**config.mk**
```make
export PLATFORM = sky130hd
export DESIGN_NAME = alu_flag_unit
export DESIGN_NICKNAME = d
export VERILOG_FILES = /design/src/rtl/alu_pkg.sv /design/src/rtl/flag_save_stack.sv /design/src/rtl/alu_flag_unit.sv
export SDC_FILE = /design/constraint.sdc
export NUM_CORES = 1
export LEC_CHECK = 0
export ABC_CLOCK_PERIOD_IN_PS = 1600
export CAP_MARGIN = 0
export CORE_UTILIZATION = 40
export CTS_CLUSTER_DIAMETER = 30
export DETAILED_ROUTE_END_ITERATION = 7
export PLACE_DENSITY = 0.72
export SLEW_MARGIN = 30
export SYNTH_ARGS = -nofsm -noshare
export SYNTH_HDL_FRONTEND = slang
export SYNTH_SLANG_ARGS = --single-unit
```
**constraint.sdc**
```tcl
create_clock -name clk -period 1.6 [get_ports clk]
set_input_delay 0.24 -clock clk [delete_from_list [all_inputs] [get_ports clk]]
set_output_delay 0.24 -clock clk [all_outputs]
set_load 0.05 [all_outputs]
```
**src/rtl/alu_pkg.sv**
```systemverilog
// Shared types for the ALU flag unit: branch condition codes, ALU opcodes,
// the pending flag-stage record and the saved-flags entry.
package alu_pkg;

  typedef enum logic [1:0] {
    BR_Z  = 2'b00,
    BR_NZ = 2'b01,
    BR_C  = 2'b10,
    BR_NC = 2'b11
  } br_cond_e;

  typedef enum logic [3:0] {
    OP_ADD = 4'b0000,
    OP_ADC = 4'b0001,
    OP_SUB = 4'b0010,
    OP_SBC = 4'b0011,
    OP_AND = 4'b0100,
    OP_OR  = 4'b0101,
    OP_XOR = 4'b0110,
    OP_NOT = 4'b0111,
    OP_SHL = 4'b1000,
    OP_SHR = 4'b1001,
    OP_CMP = 4'b1010,
    OP_MOV = 4'b1011
  } alu_op_e;

  typedef struct packed {
    logic valid;
    logic wrC;
    logic wrZ;
    logic c;
    logic z;
  } pend_t;

  typedef struct packed {
    logic c;
    logic z;
  } flags_t;

endpackage

```
**src/rtl/flag_save_stack.sv**
```systemverilog
// LIFO of saved {c,z} flag pairs used on interrupt entry/return.
// Overflowing push or underflowing pop is ignored and latches a sticky error.
module flag_save_stack
  import alu_pkg::*;
#(
  parameter int DEPTH = 4
) (
  input  logic   clk,
  input  logic   rst_n,
  input  logic   push_i,
  input  logic   pop_i,
  input  flags_t wdata_i,
  output flags_t rdata_o,
  output logic   popOk_o,
  output logic   err_o
);

  localparam int AW = (DEPTH > 1) ? $clog2(DEPTH) : 1;
  localparam int PW = AW + 1;

  logic [PW-1:0] ptr_q, ptr_d;
  logic          err_q, err_d;
  flags_t        stack_q [DEPTH];
  logic          full, empty, pushOk, popOk;
  logic [AW-1:0] wrIdx, topIdx;

  always_comb begin
    full   = (ptr_q == PW'(DEPTH));
    empty  = (ptr_q == '0);
    pushOk = push_i & ~full;
    popOk  = pop_i & ~empty;
    wrIdx  = ptr_q[AW-1:0];
    topIdx = AW'(ptr_q - PW'(1));
    ptr_d  = ptr_q;
    if (pushOk) begin
      ptr_d = ptr_q + PW'(1);
    end else if (popOk) begin
      ptr_d = ptr_q - PW'(1);
    end
    err_d = err_q | (push_i & full) | (pop_i & empty);
  end

  always_ff @(posedge clk) begin
    if (!rst_n) begin
      ptr_q <= '0;
      err_q <= 1'b0;
    end else begin
      ptr_q <= ptr_d;
      err_q <= err_d;
    end
  end

  // Entry storage needs no reset; only the pointer defines what is valid.
  always_ff @(posedge clk) begin
    if (rst_n && pushOk) begin
      stack_q[wrIdx] <= wdata_i;
    end
  end

  assign rdata_o = stack_q[topIdx];
  assign popOk_o = popOk;
  assign err_o   = err_q;

endmodule

```
**src/rtl/alu_flag_unit.sv**
```systemverilog
// Carry/zero flag pipeline (MEM, WB pending stages) with save stack.
// Define FLAG_FWD_EN to forward pending flags instead of stalling.
module alu_flag_unit
  import alu_pkg::*;
#(
  parameter int SAVE_DEPTH = 4
) (
  input  logic       clk,
  input  logic       rst_n,
  input  logic       ex_valid,
  input  logic       ex_wr_c,
  input  logic       ex_wr_z,
  input  logic       ex_uses_cin,
  input  logic       ex_cout,
  input  logic       ex_zero,
  input  logic       flush,
  input  logic       br_valid,
  input  logic [1:0] br_cond,
  input  logic       push,
  input  logic       pop,
  output logic       cin,
  output logic       br_taken,
  output logic       stall,
  output logic       c_flag,
  output logic       z_flag,
  output logic       save_err
);

  pend_t  mem_q, mem_d, wb_q, wb_d;
  logic   cFlag_q, cFlag_d, zFlag_q, zFlag_d;
  logic   cCommit, zCommit;
  logic   memPendC, memPendZ, wbPendC, wbPendZ, exLive;
  logic   cinHaz, cNewest, zNewest, condHit;
  logic   stackPush, stackPop, popOk;
  flags_t stackTop, commitFlags;

  assign memPendC = mem_q.valid & mem_q.wrC;
  assign memPendZ = mem_q.valid & mem_q.wrZ;
  assign wbPendC  = wb_q.valid & wb_q.wrC;
  assign wbPendZ  = wb_q.valid & wb_q.wrZ;
  assign exLive   = ex_valid & ~flush;

  assign cCommit = wbPendC ? wb_q.c : cFlag_q;
  assign zCommit = wbPendZ ? wb_q.z : zFlag_q;

`ifdef FLAG_FWD_EN
  always_comb begin
    cin     = memPendC ? mem_q.c : (wbPendC ? wb_q.c : cFlag_q);
    cNewest = (exLive & ex_wr_c) ? ex_cout : cin;
    zNewest = (exLive & ex_wr_z) ? ex_zero :
              (memPendZ ? mem_q.z : (wbPendZ ? wb_q.z : zFlag_q));
    cinHaz  = 1'b0;
    stall   = 1'b0;
  end
`else
  // Without forwarding, any in-flight write to a consumed flag must drain first.
  always_comb begin
    cin     = cFlag_q;
    cNewest = cFlag_q;
    zNewest = zFlag_q;
    cinHaz  = ex_valid & ex_uses_cin & (memPendC | wbPendC);
    stall   = cinHaz;
    if (br_valid) begin
      if (br_cond[1]) begin
        stall = stall | (exLive & ex_wr_c) | memPendC | wbPendC;
      end else begin
        stall = stall | (exLive & ex_wr_z) | memPendZ | wbPendZ;
      end
    end
  end
`endif

  always_comb begin
    condHit = 1'b0;
    case (br_cond_e'(br_cond))
      BR_Z:    condHit = zNewest;
      BR_NZ:   condHit = ~zNewest;
      BR_C:    condHit = cNewest;
      BR_NC:   condHit = ~cNewest;
      default: condHit = 1'b0;
    endcase
    br_taken = br_valid & condHit;
  end

  assign stackPush   = push & ~pop;
  assign stackPop    = pop & ~push;
  assign commitFlags = '{c: cCommit, z: zCommit};

  // A successful pop overrides the WB commit and discards everything in flight.
  always_comb begin
    mem_d = '0;
    if (exLive & ~cinHaz) begin
      mem_d = '{valid: 1'b1, wrC: ex_wr_c, wrZ: ex_wr_z, c: ex_cout, z: ex_zero};
    end
    wb_d    = flush ? '0 : mem_q;
    cFlag_d = cCommit;
    zFlag_d = zCommit;
    if (popOk) begin
      mem_d   = '0;
      wb_d    = '0;
      cFlag_d = stackTop.c;
      zFlag_d = stackTop.z;
    end
  end

  always_ff @(posedge clk) begin
    if (!rst_n) begin
      mem_q   <= '0;
      wb_q    <= '0;
      cFlag_q <= 1'b0;
      zFlag_q <= 1'b0;
    end else begin
      mem_q   <= mem_d;
      wb_q    <= wb_d;
      cFlag_q <= cFlag_d;
      zFlag_q <= zFlag_d;
    end
  end

  flag_save_stack #(
    .DEPTH(SAVE_DEPTH)
  ) u_save_stack (
    .clk    (clk),
    .rst_n  (rst_n),
    .push_i (stackPush),
    .pop_i  (stackPop),
    .wdata_i(commitFlags),
    .rdata_o(stackTop),
    .popOk_o(popOk),
    .err_o  (save_err)
  );

  assign c_flag = cFlag_q;
  assign z_flag = zFlag_q;

endmodule

```
# After elaboration in Yosys (flattened, before gate mapping)
# Memory sizes are Yosys's and may differ from the RTL's.
# Index checks and enable logic that the tools add are counted.
op_classes:
  muxes: 12
  add_sub_neg: 2
  n_bitwise: 36
  eq_ne: 4
  reduce_logical: 7
op_table:
  columns: ["op", "count"]
  rows:
  - ["bitwise AND 1 bit", 17]
  - ["inverter 1 bit", 10]
  - ["bitwise OR 1 bit", 9]
  - ["2-to-1 mux 1 bit", 8]
  - ["2-to-1 mux 3 bit", 2]
  - ["OR reduction 3 bit", 2]
  - ["2-to-1 mux 5 bit", 1]
  - ["== test 2 bit, second input constant", 2]
  - ["case mux 1 bit (4 select lines)", 1]
  - ["adder 3 x 1 -> 3 bit, second input constant", 1]
  - ["== test 3 bit, second input constant", 1]
  - ["logical NOT 3 bit", 1]
  - ["subtractor 3 x 1 -> 3 bit, second input constant", 1]
  - ["== test 2 x 1 -> 1 bit, second input constant", 1]
  - ["logical NOT 2 bit", 1]
  - ["nonzero test 2 bit", 1]
  - ["OR reduction 2 bit", 1]
  - ["logical AND 1 bit", 1]
totals:
  ram_bits: 8
  memories: 1
  output_inout_bits: 6
  wordCells: 76
  inputBits: 14
  ff_bits: 16
memory_table:
  columns: ["name", "words", "word_bits", "read_ports", "rd_ports_with_merged_regs", "wr", "line_no", "text"]
  rows:
  - ["u_save_stack.stack_q", 4, 2, 1, 0, 1, "flag_save_stack.sv:23", "flags_t stack_q [DEPTH];"]

# Depth between registers and ports, before layout
# Gate-level depths: netlist of run 1.
depth:
  word_depth: 8
  ltp_mapped: 6
  ltp_nobuf: 6

# Cells and area by module
# Synthesis of run 1 repeated with hierarchy kept, for this count alone.
unflattened:
  hier_cells: 93
  area_unflattened_um2: 1128.6
by_module_without_submodules:
  columns: ["module", "n_inst", "area_each_um2", "seq_area_each_um2", "cells_per_inst"]
  rows:
  - ["flag_save_stack", 1, 611.8, 320.3, 46]
  - ["alu_flag_unit", 1, 516.7, 240.2, 47]

# Least setup slack after synthesis of run 1
# No wires, ideal clock.
synth_timing:
  path_type: "register -> output"
  from: "reg wb_q[4] (netlist name)"
  to: "out stall"
  path_buffers: 0
  required_ps: 1360
  slack_ps: -65
  path_stages_with_launch: 5
  arrival_time_ps: 1425
  cell_sequence: "dfxtp_1 nand2_1 nand2_1 a32oi_1 a31oi_1"
synth_between:
  elab_chain_len: 8
  elab_cells_between_ends: 12
  cone_classes: "mux (2); bitwise (10)"
synth_lines:
  columns: ["item", "line_no", "text"]
  rows:
  - ["start: declaration", "alu_flag_unit.sv:29", "pend_t mem_q, mem_d, wb_q, wb_d;"]
  - ["start signal: assignment", "alu_flag_unit.sv:114", "wb_q <= wb_d;"]
  - ["bitwise AND 1 bit", "alu_flag_unit.sv:39", "assign wbPendC = wb_q.valid & wb_q.wrC;"]
  - ["bitwise OR 1 bit", "alu_flag_unit.sv:61", "cinHaz = ex_valid & ex_uses_cin & (memPendC | wbPendC);"]
  - ["bitwise AND 1 bit", "alu_flag_unit.sv:61", null]
  - ["bitwise OR 1 bit (on tied branches) (3 in series)", "alu_flag_unit.sv:67, alu_flag_unit.sv:65", null]
  - ["2-to-1 mux 1 bit", "alu_flag_unit.sv:64", "if (br_cond[1]) begin"]
  - ["2-to-1 mux 1 bit *", "alu_flag_unit.sv:63", "if (br_valid) begin"]
  - ["end: declaration", "alu_flag_unit.sv:23", "output logic stall,"]
# Every way passes the cells marked *; elsewhere a longest branch is shown, timed or not.

# Worst setup path in the final report of run 1
layout_timing:
  from: "in ex_wr_z"
  to: "out stall"
layout_between:
  elab_chain_len: 6
layout_lines:
  columns: ["item", "line_no", "text"]
  rows:
  - ["start: declaration", "alu_flag_unit.sv:12", "input logic ex_wr_z,"]
  - ["bitwise AND 1 bit", "alu_flag_unit.sv:67", "stall = stall | (exLive & ex_wr_z) | memPendZ | wbPendZ;"]
  - ["bitwise OR 1 bit (3 in series)", "alu_flag_unit.sv:67", null]
  - ["2-to-1 mux 1 bit", "alu_flag_unit.sv:64", null]
  - ["2-to-1 mux 1 bit", "alu_flag_unit.sv:63", null]
# Every way passes these cells.

==> out/results.ini, run 1 <==
[floorplan]
die_w_um = 53.81
fp-row-count = 18
start_util = 0.4294
core_um2 = 2500
ioPinCount = 20
die_area_um2 = 2895
die_h_um = 53.81

[pwr]
p_per_area_nw_per_um2 = 902.8
leakage_uw = 0.0006066
p_sw_frac = 0.2553
p_comb_frac = 0.223
p_seq_frac = 0.502
intPower_uw = 990.1
vdd_drop_max_mv = 0.5282
clockPowerShare = 0.274
p_sw_uw = 339.4

[cts]
numCtsBuffers = 3
clkTransAtPathRegs_ns = 0.14
cts_sinks = 24
cts_hold_buf = 0
cts_tree = yes
clockBufferDepth = 2
clock_latency_ns = 0.31
root_buffer = clkbuf_4
htree_levels = 1

[yosys]
syn-num-nets = 111
synth-seq-cells = 24
yosysUniqueCellTypes = 30
yosys-top-cells-area = dfxtp_1 (30%), edfxtp_1 (22%), and2_1 (5.8%), ha_1 (5.8%), mux2i_1 (4.7%)
synthArstFlopShare = 0
synth_top_area_share = 0.2984
synth_area_um2 = 1074
syn_inst = 92
yosysWarnings = 0
synth_edf_count = 8
synth_top_area_cell = dfxtp_1
yosysSeqAreaShare = 0.5221
dominantRegCellSynth = dfxtp_1
syn_area_per_cell_um2 = 11.67

[setup_path]
cp-end-kind = primary output
slowest_stage = clkdlybuf4s50_1
crit_type = in2out
cp.arrival_ns = 1.32
slowest_delay_ns = 0.47
worstSetupStartpointType = input port
cp_max_fo = 2
path_cells = clkdlybuf4s50_1, nand3b_1, nand3_1, a32oi_2, a31oi_2, buf_12
required_ns = 1.36

[grt]
grt_pass1_vias = 688
grt_max_degree = 15
antenna_found_initial = 0
grtUsageTotal = 0.1446
gr-total-overflow = 0
grt_pass1_wl_um = 2946

[routing]
wl_per_cell_um = 12.55
drt_iter0_markers = 11
wl_um = 1920
dr.pass1.iters = 4
ant_nets = 0
via_per_inst = 4.915
dr_total_vias = 752
drc = 0

[cells_and_area]
area.growth.synth_to_final_pct = 37.18
final_cell_mix = buf_4 (14), dfxtp_1 (12), clkdlybuf4s50_1 (10)
finalNonFillerCells = 153
fill_cells = 199
nNetsFinal = 143
antenna_cells = 0
final_area_um2 = 1473
layout-drive-gt1-share = 0.3252
layout_commonest_cell = buf_4

[run]
maxCapViolCount = 0

[placement]
gp_congestion = 0.7888
placed_cells = 148
postPlaceCellArea_um2 = 1379
portBuffers = 19
place_hpwl_um = 1479

[sta]
whs_ns = 0.3881
worstMarginPinSlew_ns = 0.3454
fin_skew_ns = 0.01310
rsz0062_at_grt = true
final_max_slew_viol_count = 0
relSlewSlack = 0.7697
finalCriticalPeriod_ns = 1.563
fin_crit_sh = 0.9770
final-hold-violation-count = 0
setup_viol = 0
fmax_mhz = 639.7

[min_path]
hold_class = in2reg

[run_status]
status = completed

[Yosys cell counts, types with 2 or more instances]
| cell | instances |
|---|---|
| mux2i_1 | 5 |
| dfxtp_1 | 16 |
| mux2_2 | 2 |
| and3_1 | 5 |
| inv_1 | 5 |
| ha_1 | 5 |
| a21oi_1 | 4 |
| mux4_2 | 2 |
| edfxtp_1 | 8 |
| a31oi_1 | 2 |
| nor2_1 | 2 |
| nand2_1 | 6 |
| nor2b_1 | 3 |
| and2_1 | 10 |
| nand2b_1 | 2 |
[what timing repair did]
item / 4_1_cts / 5_1_grt
resized for setup: 6 / 9
pin swaps: 1 / 5
buffers inserted: 1 / 0
setup endpoints to repair: 2 / 19
endpoints found under the hold margin: 0 / 0
gates cloned: 0 / 0
[logic make-up after synthesis]
kind of cell,Yosys count,synth area share
compound gates,13,0.09908
xor+xnor,1,0.008160
fa+ha+maj,5,0.05828
buf+inv,7,0.02797
flops,24,0.5221
mux,9,0.1096
simple gates,33,0.1748
[flip-flops by register name, summed over array words and instances, names as in the netlist]
name                  flops
u_save_stack.ptr_q        3
u_save_stack.stack_q      8
u_save_stack.err_o        1
mem_q                     5
c_flag                    1
z_flag                    1
wb_q                      5
[through the flow]
| step | setup slack, ns | utilization | power [uW] | TNS, ns |
|---|---|---|---|---|
| 3_5_place_dp | -0.1107 | 0.5516 | 968.5 | -1.264 |
| 4_1_cts | 0.008679 | 0.5741 | 1322 | 0 |
| 5_1_grt | -0.02034 | 0.5891 | 1397 | -0.03516 |
| 2_1_floorplan | -0.009044 | - | 843.8 | -0.009044 |
| 6_report | 0.03684 | 0.5891 | 1329 | 0 |
| 3_3_place_gp | -0.08967 | 0.5516 | 963.2 | -0.5489 |
[worst paths after layout]
check / slack, ns / start / cells after the start / to
hold / removal: 0.39 / flush / 3 / mem_q[4]
hold reg to reg: 0.44 / mem_q[1] / 1 / wb_q[1]
setup / recovery: 0.04 / ex_wr_z / 6 / stall
setup reg to reg: 0.06 / u_save_stack.ptr_q[0] / 5 / u_save_stack.stack_q[0][1]
[final cells by class]
class                           instances  area, um^2  share of cell area
Clock buffer                            4       47.55             0.03229
Inverter                                5       18.77             0.01274
Multi-Input combinational cell         61       531.8              0.3611
Sequential cell                        24       565.5              0.3840
Tap cell                               30       37.54             0.02549
Timing Repair Buffer                   29       271.5              0.1844
[worst max-delay path: cells and delay by family]
family,cells,cell delay (ns)
AOI/OAI and AO/OA,2,0.26
buffers and inverters,2,0.64
and+or+nand+nor,2,0.18
[power by group through the flow]
stage	Combinational, uW	Sequential (uW)	Clock, uW
finish	297	668	365
CTS	287	667	368
global route	321	672	404
detailed placement	288	680	0
global placement	284	679	0
floorplan	142	701	0
[routing by layer]
layer | vias up | global-route usage | share of wire
met5 | - | 0 | 0
met4 | 0 | 0.05263 | 0.0063
met3 | 2 | 0.02542 | 0.041
met2 | 18 | 0.2366 | 0.49
met1 | 341 | 0.1897 | 0.46
li1 | 391 | - | -
No activity file was read; power rests on OpenSTA's default activity.
==> inputs of run 2 (changes only) <==
==> constraint.sdc (replaced) <==
create_clock -name clk -period 1.6 [get_ports clk]
set_input_delay 0.32 -clock clk [delete_from_list [all_inputs] [get_ports clk]]
set_output_delay 0.32 -clock clk [all_outputs]
set_load 0.05 [all_outputs]
==> out/results.ini, run 2 (synthesis gave the netlist of run 1 again) <==
[run_status]
status = complete, but fails checks
violations = setup timing

[grt]
grt_pass1_wl_um = 3153
grt_pass1_vias = 724
grtUsageMet1 = 0.1799
top_usage_layer = met2
grt_max_degree = 14
grtUsageTotal = 0.1616
antenna_found_initial = 0
grtUsageMet2 = 0.2819
gr-total-overflow = 0
use_met3 = 0.04237

[cts]
clockBufferDepth = 2
htree_levels = 1
clkTransAtPathRegs_ns = 0.12
cts_tree = yes
numCtsBuffers = 3
root_buffer = clkbuf_4
cts_sinks = 24
clock_latency_ns = 0.31

[floorplan]
die_area_um2 = 2895
fp-row-count = 18
die_w_um = 53.81
ioPinCount = 20
start_util = 0.4294
die_h_um = 53.81
core_um2 = 2500

[setup_path]
worstSetupStartpointType = register
path_common_cell = nand2_2
cp.arrival_ns = 1.30
required_ns = 1.28
slowest_delay_ns = 0.38
slowest_stage = dfxtp_4
cp-end-kind = primary output
path_cells = nand2_2, nand2_2, a32oi_1, a31oi_2, buf_12
crit_type = reg2out
cp_max_fo = 3

[cells_and_area]
nNetsFinal = 146
final_cell_mix = buf_4 (17), dfxtp_1 (11), and2_1 (9), clkdlybuf4s50_1 (9), edfxtp_1 (8)
regMostFlops = u_save_stack.stack_q
area.growth.synth_to_final_pct = 37.88
multi_input_area_um2 = 525.5
top_regs = u_save_stack.stack_q (8), mem_q (5), wb_q (5)
antenna_cells = 0
final_area_um2 = 1480
layout-drive-gt1-share = 0.3492
regArea_um2 = 569.3
layout_commonest_cell = buf_4
final_core_utilization = 0.5921
fill_cells = 211
largest_reg_flops = 8

[sta]
relSlewSlack = 0.7721
rsz0062_at_grt = true
setup_ws_ns = -0.02323
worstMarginPinSlew_ns = 0.3419
fin_skew_ns = 0.001888
finalCriticalPeriod_ns = 1.623
final-hold-violation-count = 0
final_max_slew_viol_count = 0
fin_crit_sh = 1.015
fmax_mhz = 616.1
finalSetupTns_ns = -0.02323
setup_viol = 1

[pwr]
clockPowerShare = 0.245
p_sw_uw = 338.0
intPower_uw = 940.4
leakage_uw = 0.0006190
p_sw_frac = 0.2644
p_comb_frac = 0.233
vdd_drop_max_mv = 0.5803
p_seq_frac = 0.523
p_per_area_nw_per_um2 = 863.7

[routing]
wl_um = 2002
drt_iter0_markers = 16
dr_total_vias = 772
drc = 0
via_per_inst = 4.949
wl_per_cell_um = 12.83
ant_nets = 0
dr.pass1.iters = 3

[placement]
place_hpwl_um = 1557
postPlaceCellArea_um2 = 1380
pre_cts_slack_ns = -0.2471
portBuffers = 19
gp_congestion = 0.7410

[run]
maxCapViolCount = 0

[min_path]
hold_class = in2reg

run 2: worst paths after layout:
path,startpoint,to,slack (ns),cells past startpoint
min,ex_wr_z,mem_q[2],0.36,2
max reg2reg,u_save_stack.ptr_q[0],u_save_stack.stack_q[2][1],0.06,5
min reg2reg,mem_q[1],wb_q[1],0.44,1
max,mem_q[4],stall,-0.02,5
run 2: layout make-up:
cell class | count | share of cell area
multi-input cells | 61 | 0.3550
clock buffers | 4 | 0.02451
repair buffers | 32 | 0.1978
well taps | 30 | 0.02536
flip-flops and latches | 24 | 0.3846
inverters | 5 | 0.01268
run 2: per-stage QoR:
step / total power (uW) / std cells / hold WS [ns]
global placement: 962.4 / 148 / 0.4170
global route: 1345 / 156 / 0.3635
CTS: 1280 / 156 / 0.3616
finish: 1278 / 156 / 0.3620
detailed placement: 970.2 / 148 / 0.4156
floorplan: 844.4 / 92 / 0.3929
run 2: routing by layer:
layer,vias to the layer above,wire length [um]
li1,392,-
met1,360,859
met4,0,38
met5,-,0
met3,5,63
met2,15,1041
run 2: power by group through the flow:
stage          registers, uW  clock network, uW  logic, uW
3_3_place_gp             679                  0        283
5_1_grt                  672                350        323
2_1_floorplan            701                  0        143
3_5_place_dp             680                  0        290
4_1_cts                  669                319        293
6_report                 669                313        297
run 2: what timing repair did:
action | CTS | global route
pin swaps | 4 | 4
hold buffers | 0 | 0
endpoints found under the hold margin | 0 | 0
resized for setup | 14 | 3
endpoints found under the setup margin | 8 | 14
buffers inserted | 4 | 0
run 2: worst max-delay path, delay by kind of cell, from the launching register on:
| family | cells | cell delay, ns |
|---|---|---|
| DFF | 1 | 0.38 |
| AOI/OAI and AO/OA | 2 | 0.32 |
| buffers and inverters | 1 | 0.17 |
| and+or+nand+nor | 2 | 0.12 |
